## config.mk

```make
export PLATFORM = sky130hd
export DESIGN_NAME = netdelay_probe
export DESIGN_NICKNAME = d
export VERILOG_FILES = /design/src/rtl/netdelay_pkg.sv /design/src/rtl/netdelay_probe.sv
export SDC_FILE = /design/constraint.sdc
export NUM_CORES = 1
export LEC_CHECK = 0
export ABC_AREA = 1
export CAP_MARGIN = 30
export CORE_AREA = 2 2 97 99
export CTS_BUF_LIST = sky130_fd_sc_hd__clkbuf_8
export CTS_CLUSTER_DIAMETER = 150
export DETAILED_ROUTE_END_ITERATION = 6
export DIE_AREA = 0 0 99 101
export PLACE_DENSITY = 0.81
export REMOVE_ABC_BUFFERS = 1
export SETUP_SLACK_MARGIN = 0.2
export SKIP_LAST_GASP = 1
export SYNTH_ARGS = -nofsm -noshare
export SYNTH_HDL_FRONTEND = slang
export SYNTH_SLANG_ARGS = --single-unit
```

## constraint.sdc

```tcl
create_clock -name clk -period 2.25 [get_ports clk]
set_clock_uncertainty 0.05 [all_clocks]
set_input_delay 0.225 -clock clk [delete_from_list [all_inputs] [get_ports clk]]
set_output_delay 0.225 -clock clk [all_outputs]
set_load 0.01 [all_outputs]
```

## src/rtl/netdelay_pkg.sv

```systemverilog
// Shared types and default sizing for the net-delay probe.
package netdelay_pkg;

  localparam int unsigned WIDTH_DEF   = 32;
  localparam int unsigned CNT_W_DEF   = 8;
  localparam int unsigned TIMEOUT_DEF = 255;

  typedef enum logic [1:0] {
    IDLE = 2'd0,
    WAIT = 2'd1,
    DONE = 2'd2
  } state_t;

endpackage

```

## src/rtl/netdelay_probe.sv

```systemverilog
// Active checker for an inverting net-delay path.
// Launches a word on drive, waits for its bitwise inverse on sense and reports
// the round-trip latency in clock cycles, or a timeout.
// Ports:
//   clk, rst  - clock, asynchronous active-high reset
//   start     - measurement request, sampled only in IDLE
//   pattern   - launch word, captured when start is accepted
//   drive     - registered launch word toward the path under test
//   sense     - word returned from the path (expected ~drive)
//   busy      - high while a measurement is in flight (WAIT and DONE)
//   done      - one-cycle result-valid pulse
//   match_ok  - last measurement matched
//   timeout   - last measurement timed out
//   latency   - cycles from launch to match, or TIMEOUT on timeout
module netdelay_probe
  import netdelay_pkg::*;
#(
  parameter int unsigned WIDTH   = WIDTH_DEF,
  parameter int unsigned CNT_W   = CNT_W_DEF,
  parameter int unsigned TIMEOUT = TIMEOUT_DEF
) (
  input  logic             clk,
  input  logic             rst,
  input  logic             start,
  input  logic [WIDTH-1:0] pattern,
  output logic [WIDTH-1:0] drive,
  input  logic [WIDTH-1:0] sense,
  output logic             busy,
  output logic             done,
  output logic             match_ok,
  output logic             timeout,
  output logic [CNT_W-1:0] latency
);

  state_t             state_q, state_d;
  logic [CNT_W-1:0]   cnt_q, cnt_d;
  logic [WIDTH-1:0]   sense_q;
  logic [WIDTH-1:0]   drive_d;
  logic               busy_d, done_d, match_d, timeout_d;
  logic [CNT_W-1:0]   latency_d;

  // State and output registers; sense is resampled every edge.
  always_ff @(posedge clk or posedge rst) begin
    if (rst) begin
      state_q  <= IDLE;
      cnt_q    <= '0;
      sense_q  <= '0;
      drive    <= '0;
      busy     <= 1'b0;
      done     <= 1'b0;
      match_ok <= 1'b0;
      timeout  <= 1'b0;
      latency  <= '0;
    end else begin
      state_q  <= state_d;
      cnt_q    <= cnt_d;
      sense_q  <= sense;
      drive    <= drive_d;
      busy     <= busy_d;
      done     <= done_d;
      match_ok <= match_d;
      timeout  <= timeout_d;
      latency  <= latency_d;
    end
  end

  // Next-state and next-output logic.
  always_comb begin
    state_d   = state_q;
    cnt_d     = cnt_q;
    drive_d   = drive;
    busy_d    = busy;
    done_d    = 1'b0;
    match_d   = match_ok;
    timeout_d = timeout;
    latency_d = latency;

    case (state_q)
      IDLE: begin
        if (start) begin
          drive_d   = pattern;
          cnt_d     = '0;
          match_d   = 1'b0;
          timeout_d = 1'b0;
          busy_d    = 1'b1;
          state_d   = WAIT;
        end
      end

      WAIT: begin
        // cnt==0 only on the first WAIT cycle: skip the stale launch-edge sample.
        if (cnt_q == '0) begin
          cnt_d = CNT_W'(1);
        end else if (sense_q == ~drive) begin
          latency_d = cnt_q;
          match_d   = 1'b1;
          done_d    = 1'b1;
          state_d   = DONE;
        end else if (cnt_q == CNT_W'(TIMEOUT)) begin
          latency_d = CNT_W'(TIMEOUT);
          timeout_d = 1'b1;
          done_d    = 1'b1;
          state_d   = DONE;
        end else begin
          cnt_d = cnt_q + CNT_W'(1);
        end
      end

      DONE: begin
        busy_d  = 1'b0;
        state_d = IDLE;
      end

      default: begin
        state_d = IDLE;
      end
    endcase
  end

endmodule

```

# Yosys cells after proc, flatten, opt, wreduce, memory -nomap -nowiden
# Cells that the tools add are included.
# W data, S select, Z words.
# totals
reg_bits,86
in_bits,67
output_inout_bits,44
wordCells,62
# classes
n_addsub,1
eq_ne,12
n_mux,26
n_bitwise,2
reduce_logical,12
# op_table
op,count
$mux W8,6
$eq A32 B32 Y1,1
$not A32 Y32,1
$pmux W8 S2,1
$mux W1,11
$ne A2 B2 Y1 const B,5
$ne A3 B3 Y1 const B,3
$add A8 B1 Y8 const B,1
$eq A8 B8 Y1 const B,1
$logic_not A8 Y1,1
$mux W2,4
$reduce_and A4 Y1,2
$pmux W1 S2,3
$reduce_and A3 Y1,2
$reduce_bool A2 Y1,3
$reduce_and A5 Y1,1
$pmux W2 S2,1
$reduce_and A2 Y1,2
$eq A2 B1 Y1 const B,1
$eq A2 B2 Y1 const B,1
$logic_not A2 Y1,1
$not A1 Y1,1

# Logic depth before layout (Yosys ltp)
# Gate-level depths: netlist of the first run.
# depth
depth_word,5
ltp_mapped,12
ltp_nobuf,12

# Least setup slack after synthesis of the first run
# Ideal clock, no wire load.
# synth_timing
kind,flip-flop to flip-flop
startpoint,register cnt_q[0]
endpoint,register cnt_q[0]
setup_ps,117
arrival_time_ps,1321
required_time_ps,2083
path_slack_ps,763
stages_incl_launch_ff,11
path_buffers,0
period_less_slack_ps,1487
cell_sequence,dfrtp_1 -> inv_1 -> ha_1 -> inv_1 -> nor3_1 -> nand3_2 -> nor2_1 -> nor2_2 -> nand2_4 -> nand2_1 -> nand2_1
# synth_between
elab_chain_len,5
word_cells_on_any_way,10
classes_between,add/sub: 1; eq/ne: 3; mux: 4; reduce/logical: 2
# synth_rtl
item,line,text
start: declaration,netdelay_probe.sv:36,"logic [CNT_W-1:0] cnt_q, cnt_d;"
start signal: assignment,netdelay_probe.sv:56,cnt_q <= cnt_d;
$add A8 B1 Y8,netdelay_probe.sv:105,cnt_d = cnt_q + CNT_W'(1);
$mux W8,netdelay_probe.sv:99,end else if (cnt_q == CNT_W'(TIMEOUT)) begin
$mux W8,netdelay_probe.sv:94,end else if (sense_q == ~drive) begin
$mux W8,netdelay_probe.sv:92,if (cnt_q == '0) begin
$pmux W8 S2,netdelay_probe.sv:78,case (state_q)
# Several ways; a longest one is shown, not always the timed one. The select of a mux whose other input is x is not followed.
# A chain may end at the register's enable or synchronous reset.

# Final worst setup path of the first run
# layout_timing
startpoint,register drive[17]
endpoint,register cnt_q[5]
# layout_between
elab_chain_len,4
# layout_rtl
item,line,text
start: declaration,netdelay_probe.sv:26,"output logic [WIDTH-1:0] drive,"
start signal: assignment,netdelay_probe.sv:58,drive <= drive_d;
$not A32 Y32,netdelay_probe.sv:94,
$eq A32 B32 Y1,netdelay_probe.sv:94,
$ne A3 B3 Y1 (no line),-,
$reduce_and A4 Y1 (no line),-,
# Every way passes these cells.

==> results.py, run 1 <==
metrics = {
    "place": {
        "place_congestion": 0.858,
        "place_inst": 724,
        "dpl_cell_area_sq_um": 5180,
        "port_buffers": 110,
        "dpl.hpwl_mm": 6.99,
    },
    "synth": {
        "yosys_warnings": 0,
        "synth_area_leaders": "dfrtp_1 55%, nand2_1 19%, nor2_1 7.4%",
        "yosysTopAreaCellShare_pct": 54.8,
        "ys_ff_latch": 86,
        "synth.yosys.seq_area_share_pct": 54.8,
        "synth.distinct_cells": 23,
        "synthCells": 507,
        "synthFlopType": "dfrtp_1",
        "netlist_area_sq_um": 3930,
        "synth_edf_count": 0,
        "avgSynthCellArea_sq_um": 7.75,
        "async_reset_ff_share_pct": 100,
        "yosys.area.top_type": "dfrtp_1",
    },
    "setup_path": {
        "cpPeakStageDelay_ns": 0.42,
        "criticalPathCategory": "reg2reg",
        "timing.rr.start": "drive[17]$_DFFE_PP0P_",
        "cp.buffers_inverters": 1,
        "path_delay_family": "simple AND/OR/NAND/NOR gates",
        "arrival_ns": 1.98,
        "crit_path_frequent_cell": "nand2_1",
        "worst-r2r-cell-count": 12,
        "crit_cells": 12,
        "start_kind": "register",
        "cp.required_ns": 2.44,
        "regToRegSetupSlack_ns": 0.46,
        "cp-end-kind": "register",
        "crit_start": "drive[17]$_DFFE_PP0P_",
        "timing.rr.end": "cnt_q[5]$_DFFE_PP0P_",
        "path_max_fanout": 9,
        "slowest_stage": "dfrtp_1",
        "path_cells": "nand2_1 -> inv_1 -> nor2_1 -> nand2_1 -> nor2_1 -> nand2_1 -> nor2_1 -> nand2_1 -> nand3_4 -> nand2_4 -> nand2_1 -> nand2_1",
        "critical_path.endpoint": "cnt_q[5]$_DFFE_PP0P_",
    },
    "clock_network": {
        "postCtsSetupRepairBufs": 0,
        "cts.path.max_buffers": 2,
        "hold_buffers": 0,
        "cts_root_buf": "clkbuf_8",
        "cts_tree": "done",
        "cts_inserted_buffers": 9,
        "clock_sinks": 86,
        "clk-insertion-delay-late_ns": 0.36,
        "cts.repair.resized": 0,
        "clk_pin_slew_ns": 0.09,
        "cts_max_level": 3,
    },
    "floorplan": {
        "pin_count": 111,
        "initial_core_util_pct": 43.8,
        "dieWidth_microns": 99,
        "row_count": 35,
        "core_area_sq_um": 8980,
        "die_area_sq_um": 10000,
        "die_y_microns": 101,
    },
    "detailed_routing": {
        "via_per_inst": 4.62,
        "drt-wirelength-per-cell_microns": 12.5,
        "wirelength_mm": 9.23,
        "drt_iter0_markers": 161,
        "final_antenna_net_count": 0,
        "num_vias": 3416,
        "firstDrtPassIters": 4,
        "drc": 0,
    },
    "timing": {
        "post-route-min-period_ns": 1.79,
        "slew_violations": 0,
        "tightest_slew_ns": 0.806,
        "maxSlewHeadroom_pct": 46.2,
        "worst_hold_slack_ns": 0.210,
        "hold_viol_final": 0,
        "setup_viol": 0,
        "rsz0062_at_grt": "false",
        "clock.fmax_mhz": 558,
        "fin_crit_sh_pct": 79.7,
    },
    "run_status": {
        "status": "completed",
    },
    "cells_and_area": {
        "final_cell_mix": "202 x nand2_1, 110 x clkdlybuf4s50_1, 86 x dfrtp_1, 77 x nor2_1, 59 x inv_1",
        "antenna_cells": 0,
        "layout_commonest_cell": "nand2_1",
        "final_cells": 740,
        "syn2layout_area_growth_pct": 37.4,
        "finish.net_count": 693,
        "postLayoutCellArea_sq_um": 5400,
        "drive_gt1_share_pct": 7.47,
    },
    "flow_run": {
        "cap_violations": 0,
    },
    "power": {
        "p_leak_uw": 0.00274,
        "power_density_nw_per_um2": 551,
        "ir_drop_v": 0.000350,
    },
    "global_route": {
        "antenna_found_initial": 0,
        "grt_overflow": 0,
        "track_usage_pct": 19.7,
        "grt_pass1_wl_mm": 15.6,
        "first_global_vias": 3309,
        "grt_max_degree": 87,
    },
    "min_path": {
        "hp-class": "in2async",
    },
}
[worst min-delay path, cell delays in order]
cell,delay (ns)
clkdlybuf4s50_1,0.42
clkinv_2,0.06
buf_12,0.33
[through the flow]
stage / utilization [%] / setup WS, ns / power (uW) / setup TNS [ns]
finish: 60.1 / 0.457 / 2970 / 0
global route: 60.1 / 0.283 / 3090 / 0
CTS: 60.1 / 0.471 / 3000 / 0
detailed placement: 57.7 / 0.461 / 1850 / 0
global placement: 57.7 / 0.523 / 1840 / 0
floorplan: - / -0.247 / 1700 / -21.23
[final cells by class]
cell class	instances	area (sq um)
Fill cell	785	3580
Sequential cell	86	2150
Multi-Input combinational cell	353	1520
Timing Repair Buffer	113	1140
Inverter	61	235
Tap cell	111	139
Clock buffer	9	124
Clock inverter	7	91.3
[cells in the mapped netlist, types with 2 or more instances]
library cell,n
nand2_1,202
dfrtp_1,86
nor2_1,77
inv_1,58
nor2_2,18
a21oi_1,16
o21ai_0,12
nand3_1,9
clkbuf_1,6
nand2_2,3
nand3_2,3
ha_1,2
inv_4,2
nand2_4,2
nor3_1,2
xor2_1,2
[state kept, by name, indices dropped and copies added (netlist names)]
register / count
timeout: 1
match_ok: 1
sense_q: 32
latency: 8
done: 1
state_q: 2
drive: 32
busy: 1
cnt_q: 8
[report_power, final]
| group | internal [uW] | switching (uW) | total (uW) | leakage, uW |
|---|---|---|---|---|
| combinational | 128 | 97.1 | 226 | 0.00159 |
| sequential | 1570 | 14.6 | 1590 | 0.00105 |
| clock | 619 | 541 | 1160 | 0.000108 |
| total | 2320 | 653 | 2970 | 0.00274 |
[per-layer routing]
| layer | vias to the layer above | GRT usage [%] | part of all wire (%) |
|---|---|---|---|
| met5 | - | 0 | 0 |
| met4 | 0 | 5.80 | 1.1 |
| met3 | 10 | 4.30 | 5.3 |
| met2 | 101 | 33.1 | 49 |
| met1 | 1559 | 25.9 | 44 |
| li1 | 1746 | - | - |
[cells by family (layout without fill, tap and decap cells)]
group,after synthesis,in the layout,synth area share [%]
compound gates,28,28,3.57
simple gates,320,320,33.7
buf+inv,68,190,6.66
xor+xnor,3,3,0.669
fa+ha+maj,2,2,0.637
flops,86,86,54.8
[how the worst min path moves through the flow]
stage | start | to | depth (start not counted)
2_1_floorplan | sense[0] | sense_q[0]$_DFF_PP0_ | 0
3_3_place_gp | drive[20]$_DFFE_PP0P_ | drive[20]$_DFFE_PP0P_ | 2
3_5_place_dp | drive[6]$_DFFE_PP0P_ | drive[6]$_DFFE_PP0P_ | 2
4_1_cts | sense[6] | sense_q[6]$_DFF_PP0_ | 1
5_1_grt | sense[27] | sense_q[27]$_DFF_PP0_ | 1
6_report | rst | drive[8]$_DFFE_PP0P_ | 3
Note: power is estimated with default switching activity, not from simulation.
==> run 2: changes to the inputs <==
- CORE_AREA: 2 2 97 99 -> 2 2 93 95
- DIE_AREA: 0 0 99 101 -> 0 0 95 97
- PLACE_DENSITY: 0.81 -> 0.84
- clock period: 2.25 -> 1.75 ns (I/O delays scaled with it)
==> run 2 against run 1 <==
Flip-flop and latch count unchanged. Critical path depth down 3. Sequential power up 28%. Utilization up 10 points. Sequential share of layout area down 2.2 points. Highest routed layer unchanged.
==> results.py, run 2 (synthesized netlist as in run 1, its figures left out) <==
metrics = {
    "run_status": {
        "status": "completed",
    },
    "cells_and_area": {
        "drive_gt1_share_pct": 14.9,
        "postLayoutCellArea_sq_um": 5710,
        "layout_commonest_cell": "nand2_1",
        "syn2layout_area_growth_pct": 45.4,
        "fill_cells": 615,
        "finish.net_count": 710,
        "largestRegisters": "drive: 32 flops, sense_q: 32 flops",
        "final_cell_mix": "193 x nand2_1, 86 x dfrtp_1, 82 x clkdlybuf4s50_1, 63 x nor2_1, 57 x inv_1",
        "antenna_cells": 0,
    },
    "setup_path": {
        "regToRegSetupSlack_ns": 0.12,
        "cp.required_ns": 1.98,
        "start_kind": "register",
        "arrival_ns": 1.86,
        "cp-end-kind": "register",
        "path_max_fanout": 8,
        "criticalPathCategory": "reg2reg",
    },
    "place": {
        "dpl_cell_area_sq_um": 5220,
        "dpl.hpwl_mm": 7.06,
        "place_congestion": 0.907,
        "port_buffers": 110,
    },
    "detailed_routing": {
        "drc": 0,
        "wirelength_mm": 10.0,
        "num_vias": 3652,
        "via_per_inst": 4.86,
        "firstDrtPassIters": 4,
        "drt_iter0_markers": 145,
        "final_antenna_net_count": 0,
        "drt-wirelength-per-cell_microns": 13.3,
    },
    "timing": {
        "setup_tns_ns": 0,
        "clock.fmax_mhz": 612,
        "tightest_slew_ns": 0.459,
        "rsz0062_at_grt": "true",
        "hold_viol_final": 0,
        "maxSlewHeadroom_pct": 69.4,
        "post-route-min-period_ns": 1.63,
        "setup_viol": 0,
        "fin_crit_sh_pct": 93.3,
        "slew_violations": 0,
    },
    "power": {
        "ir_drop_v": 0.000474,
        "p_leak_uw": 0.00314,
        "comb_power_share_pct": 7.6,
        "clockPowerShare_pct": 40.2,
        "swShare_pct": 22.2,
        "power_density_nw_per_um2": 685,
        "seq_power_share_pct": 52.2,
        "p_sw_uw": 871,
        "intPower_uw": 3040,
    },
    "floorplan": {
        "die_area_sq_um": 9220,
        "core_area_sq_um": 8130,
        "initial_core_util_pct": 48.3,
        "pin_count": 111,
        "die_y_microns": 97,
        "row_count": 33,
        "dieWidth_microns": 95,
    },
    "global_route": {
        "grt_use_met3_pct": 4.98,
        "grt_overflow": 0,
        "antenna_found_initial": 0,
        "first_global_vias": 3691,
        "use_met2_pct": 37.6,
        "grt.met1_usage_pct": 29.8,
        "busiest_layer": "met2",
        "track_usage_pct": 22.9,
        "grt_pass1_wl_mm": 16.8,
        "grt_max_degree": 87,
    },
    "clock_network": {
        "hold_buffers": 0,
        "clk-insertion-delay-late_ns": 0.35,
        "cts_max_level": 3,
        "cts_root_buf": "clkbuf_8",
        "cts.path.max_buffers": 2,
        "cts_inserted_buffers": 9,
        "clk_pin_slew_ns": 0.09,
        "cts_tree": "done",
        "clock_sinks": 86,
    },
    "flow_run": {
        "cap_violations": 0,
    },
    "min_path": {
        "hp-class": "in2async",
    },
}
==> run 2: cell types whose count changed in the layout (fill, tap and decap cells not counted), moves of 2 or more <==
cell	delta
nor2_1	-14
nand2_4	+2
clkdlybuf4s50_1	-28
dlymetal6s2s_1	+18
inv_1	-2
a21oi_1	-5
buf_4	+14
nor2_4	+6
nand2_2	+8
a21oi_2	+5
nand2_1	-9
nor2_2	+8
dlygate4sd2_1	+10
==> run 2: cell type report <==
| type | instances | area (sq um) | share of cell area [%] |
|---|---|---|---|
| clock inverter | 6 | 93.8 | 1.64 |
| sequential | 86 | 2150 | 37.7 |
| inverter | 61 | 235 | 4.12 |
| tap | 105 | 131 | 2.30 |
| multi-input combinational | 355 | 1670 | 29.2 |
| timing repair buffer | 128 | 1290 | 22.6 |
| clock buffer | 10 | 138 | 2.41 |
==> run 2: routing by layer <==
| layer | wire length (microns) | up-vias | part of all wire, % |
|---|---|---|---|
| met3 | 569 | 18 | 5.7 |
| met4 | 205 | 0 | 2.0 |
| li1 | - | 1789 | - |
| met2 | 5070 | 108 | 51 |
| met1 | 4170 | 1737 | 42 |
| met5 | 0 | - | 0 |
==> run 2: final timing paths <==
check / depth (start not counted) / endpoint / startpoint
max in group asynchronous: 3 / sense_q[27]$_DFF_PP0_ / rst
min reg2reg: 2 / latency[1]$_DFFE_PP0P_ / latency[1]$_DFFE_PP0P_
min in group clk: 1 / sense_q[7]$_DFF_PP0_ / sense[7]
max: 9 / latency[6]$_DFFE_PP0P_ / cnt_q[1]$_DFFE_PP0P_
min: 3 / cnt_q[1]$_DFFE_PP0P_ / rst
max reg2reg: 9 / latency[6]$_DFFE_PP0P_ / cnt_q[1]$_DFFE_PP0P_
==> run 2: per-stage QoR <==
stage	setup WS, ns	power (uW)	instances	util [%]	hold slack (ns)
2_1_floorplan	-0.697	2180	500	-	0.156
3_3_place_gp	0.0591	2370	722	64.1	0.450
3_5_place_dp	0.0199	2370	722	64.1	0.456
4_1_cts	0.141	3940	746	68.5	0.190
5_1_grt	-0.0435	4060	751	70.3	0.189
6_report	0.117	3920	751	70.3	0.162
==> run 2: worst max-delay path, stage by stage, from the launching register on <==
cell and delay [ns]:
dfrtp_1 0.41, ha_2 0.21, nand2_1 0.09, nor2_4 0.14, nand3_2 0.10, nor2_2 0.11, nand2_2 0.11, nand2_2 0.13
nand2_4 0.09, a21oi_1 0.15
==> run 2: power by group through the flow <==
stage	logic [uW]	registers [uW]	clock network (uW)
after floorplan	104	2080	0
after global placement	287	2080	0
after detailed placement	290	2080	0
after CTS	296	2040	1600
after global routing	332	2050	1680
final	298	2040	1570
==> run 2: repair_timing <==
action / CTS / global route
pin swaps: 6 / 9
cloned: 2 / 0
setup endpoints to repair: 31 / 39
buffers inserted: 6 / 5
resized for setup: 29 / 38
==> run 3: changes to the inputs <==
--- a/config.mk
+++ b/config.mk
@@ -15,2 +15,3 @@
 export PLACE_DENSITY = 0.84
+export RECOVER_POWER = 100
 export REMOVE_ABC_BUFFERS = 1
==> constraint.sdc (replaced) <==
create_clock -name clk -period 1.75 [get_ports clk]
set_clock_uncertainty 0.05 [all_clocks]
set_input_delay 0.35 -clock clk [delete_from_list [all_inputs] [get_ports clk]]
set_output_delay 0.35 -clock clk [all_outputs]
set_load 0.01 [all_outputs]
==> run 3 against run 2 <==
The run now ends with setup timing left. Global-route usage grew 1.4 points. Die area is the same. Sequential power is essentially flat. Clock power shrank 15%. Worst hold slack gained 0.31 ns. Design area grew 3.2%. Critical path type unchanged. Highest routed layer unchanged.
==> results.py, run 3 (synthesized netlist as in run 1, its figures left out) <==
metrics = {
    "cells_and_area": {
        "fin_util_pct": 72.5,
        "largestRegisters": "drive: 32 flops, sense_q: 32 flops",
        "layout_commonest_cell": "nand2_1",
        "fill_cells": 560,
        "postLayoutCellArea_sq_um": 5900,
        "syn2layout_area_growth_pct": 50.2,
        "finish.net_count": 726,
        "drive_gt1_share_pct": 22.5,
        "multi_input_comb_area_sq_um": 1850,
        "register_area_sq_um": 2150,
        "final_cell_mix": "184 x nand2_1, 85 x dfrtp_1, 58 x inv_1, 53 x nor2_1, 38 x dlygate4sd2_1",
    },
    "place": {
        "port_buffers": 110,
        "place_ws_ns": 0.0296,
        "dpl.hpwl_mm": 7.13,
        "dpl_cell_area_sq_um": 5240,
        "place_congestion": 0.903,
    },
    "power": {
        "seq_power_share_pct": 55.6,
        "swShare_pct": 23.2,
        "ir_drop_v": 0.000477,
        "p_leak_uw": 0.00304,
        "finalPower_uw": 3670,
        "intPower_uw": 2820,
        "power_density_nw_per_um2": 623,
        "p_sw_uw": 853,
        "comb_power_share_pct": 8.2,
        "clockPowerShare_pct": 36.2,
    },
    "clock_network": {
        "cts_root_buf": "clkbuf_8",
        "clk_pin_slew_ns": 0.08,
        "cts_max_level": 3,
        "clk-insertion-delay-late_ns": 0.36,
        "clock_sinks": 86,
        "cts.path.max_buffers": 2,
        "cts_inserted_buffers": 9,
        "hold_buffers": 0,
        "cts_tree": "done",
    },
    "timing": {
        "maxSlewHeadroom_pct": 27.3,
        "slew_violations": 0,
        "setup_slack_ns": -0.0162,
        "setup_viol": 2,
        "clock.fmax_mhz": 566,
        "rsz0062_at_grt": "true",
        "setup_tns_ns": -0.0321,
        "hold_viol_final": 0,
        "fin_crit_sh_pct": 101,
        "tightest_slew_ns": 1.09,
        "post-route-min-period_ns": 1.77,
    },
    "global_route": {
        "grt_use_met3_pct": 5.45,
        "grt.met1_usage_pct": 31.5,
        "grt_max_degree": 45,
        "antenna_found_initial": 1,
        "first_global_vias": 3742,
        "use_met2_pct": 39.7,
        "track_usage_pct": 24.3,
        "grt_pass1_wl_mm": 17.5,
        "busiest_layer": "met2",
        "grt_overflow": 0,
    },
    "setup_path": {
        "critical_path.endpoint": "latency[2]$_DFFE_PP0P_",
        "criticalPathCategory": "reg2reg",
        "crit_start": "drive[12]$_DFFE_PP0P_",
        "start_kind": "register",
        "cp-end-kind": "register",
        "cp.required_ns": 1.95,
        "arrival_ns": 1.96,
        "timing.rr.start": "drive[12]$_DFFE_PP0P_",
        "path_max_fanout": 4,
        "worst-r2r-cell-count": 12,
        "timing.rr.end": "latency[2]$_DFFE_PP0P_",
        "regToRegSetupSlack_ns": -0.02,
    },
    "floorplan": {
        "row_count": 33,
        "core_area_sq_um": 8130,
        "pin_count": 111,
        "initial_core_util_pct": 48.3,
        "die_y_microns": 97,
        "die_area_sq_um": 9220,
        "dieWidth_microns": 95,
    },
    "detailed_routing": {
        "via_per_inst": 5.05,
        "drt-wirelength-per-cell_microns": 14.6,
        "num_vias": 3881,
        "firstDrtPassIters": 5,
        "drc": 0,
        "final_antenna_net_count": 0,
        "wirelength_mm": 11.2,
        "drt_iter0_markers": 268,
    },
    "run_status": {
        "failed_checks": "setup timing",
        "status": "complete, but fails checks",
    },
    "min_path": {
        "hp-class": "reg2reg",
        "hold_path_depth": 2,
    },
    "flow_run": {
        "cap_violations": 0,
    },
}
-- run 3: cell types whose count changed in the layout (fill, tap and decap cells not counted), sizes merged --
cell	before	now
inv	60	63
clkdlybuf4s25	0	2
clkdlybuf4s50	82	33
buf	18	30
dlygate4sd2	10	38
clkbuf	10	17
bufinv	2	1
diode	0	1
clkinv	4	2
dlymetal6s2s	18	0
dlygate4sd3	0	33
clkinvlp	1	2
-- run 3: how the worst min path moves through the flow --
stage	start	to	slack (ns)
after CTS	rst	sense_q[26]$_DFF_PP0_	0.32
after detailed placement	drive[19]$_DFFE_PP0P_	drive[19]$_DFFE_PP0P_	0.46
after global placement	drive[21]$_DFFE_PP0P_	drive[21]$_DFFE_PP0P_	0.45
after floorplan	sense[0]	sense_q[0]$_DFF_PP0_	0.33
final	drive[19]$_DFFE_PP0P_	drive[19]$_DFFE_PP0P_	0.47
after global routing	sense[14]	sense_q[14]$_DFF_PP0_	0.47
-- run 3: repair_timing --
item	4_1_cts	5_1_grt
gates cloned	2	0
endpoints found under the setup margin	64	28
buffers inserted	18	8
pin swaps	16	21
resized for setup	90	70
-- run 3: metrics by stage --
| step | instances | hold WS (ns) |
|---|---|---|
| 5_1_grt | 768 | 0.474 |
| 4_1_cts | 759 | 0.319 |
| 6_report | 768 | 0.469 |
| 3_3_place_gp | 723 | 0.446 |
| 3_5_place_dp | 723 | 0.457 |
| 2_1_floorplan | 500 | 0.331 |
-- run 3: power by group through the flow --
stage / combinational (uW) / clock [uW] / sequential (uW)
after floorplan: 104 / 0 / 2080
after global placement: 292 / 0 / 2080
after detailed placement: 297 / 0 / 2080
after CTS: 308 / 1340 / 2040
after global routing: 330 / 1440 / 2050
final: 300 / 1330 / 2040
-- run 3: critical path, cell delays in order (launching register included) --
cell     delay [ns]
dfrtp_1        0.40
buf_6          0.13
nand2_2        0.06
inv_2          0.04
nor2_4         0.11
nand2_1        0.07
nor2_1         0.11
nand2_1        0.10
nor2_4         0.17
buf_12         0.13
nand3_4        0.10
nor2_2         0.13
a21oi_2        0.05
-- run 3: layout make-up --
cell class	instances	area share, %
flip-flops and latches	86	36.5
well taps	105	2.23
inverters	61	4.03
multi-input cells	355	31.4
diodes	1	0.0424
repair buffers	144	22.7
clock buffers	9	2.10
clock inverters	7	0.997
-- run 3: layer usage --
metal	part of all wire [%]	wire, microns	up-vias
li1	-	-	1822
met1	41	4560	1843
met2	51	5720	178
met3	5.6	633	38
met4	3.0	333	0
met5	0	0	-
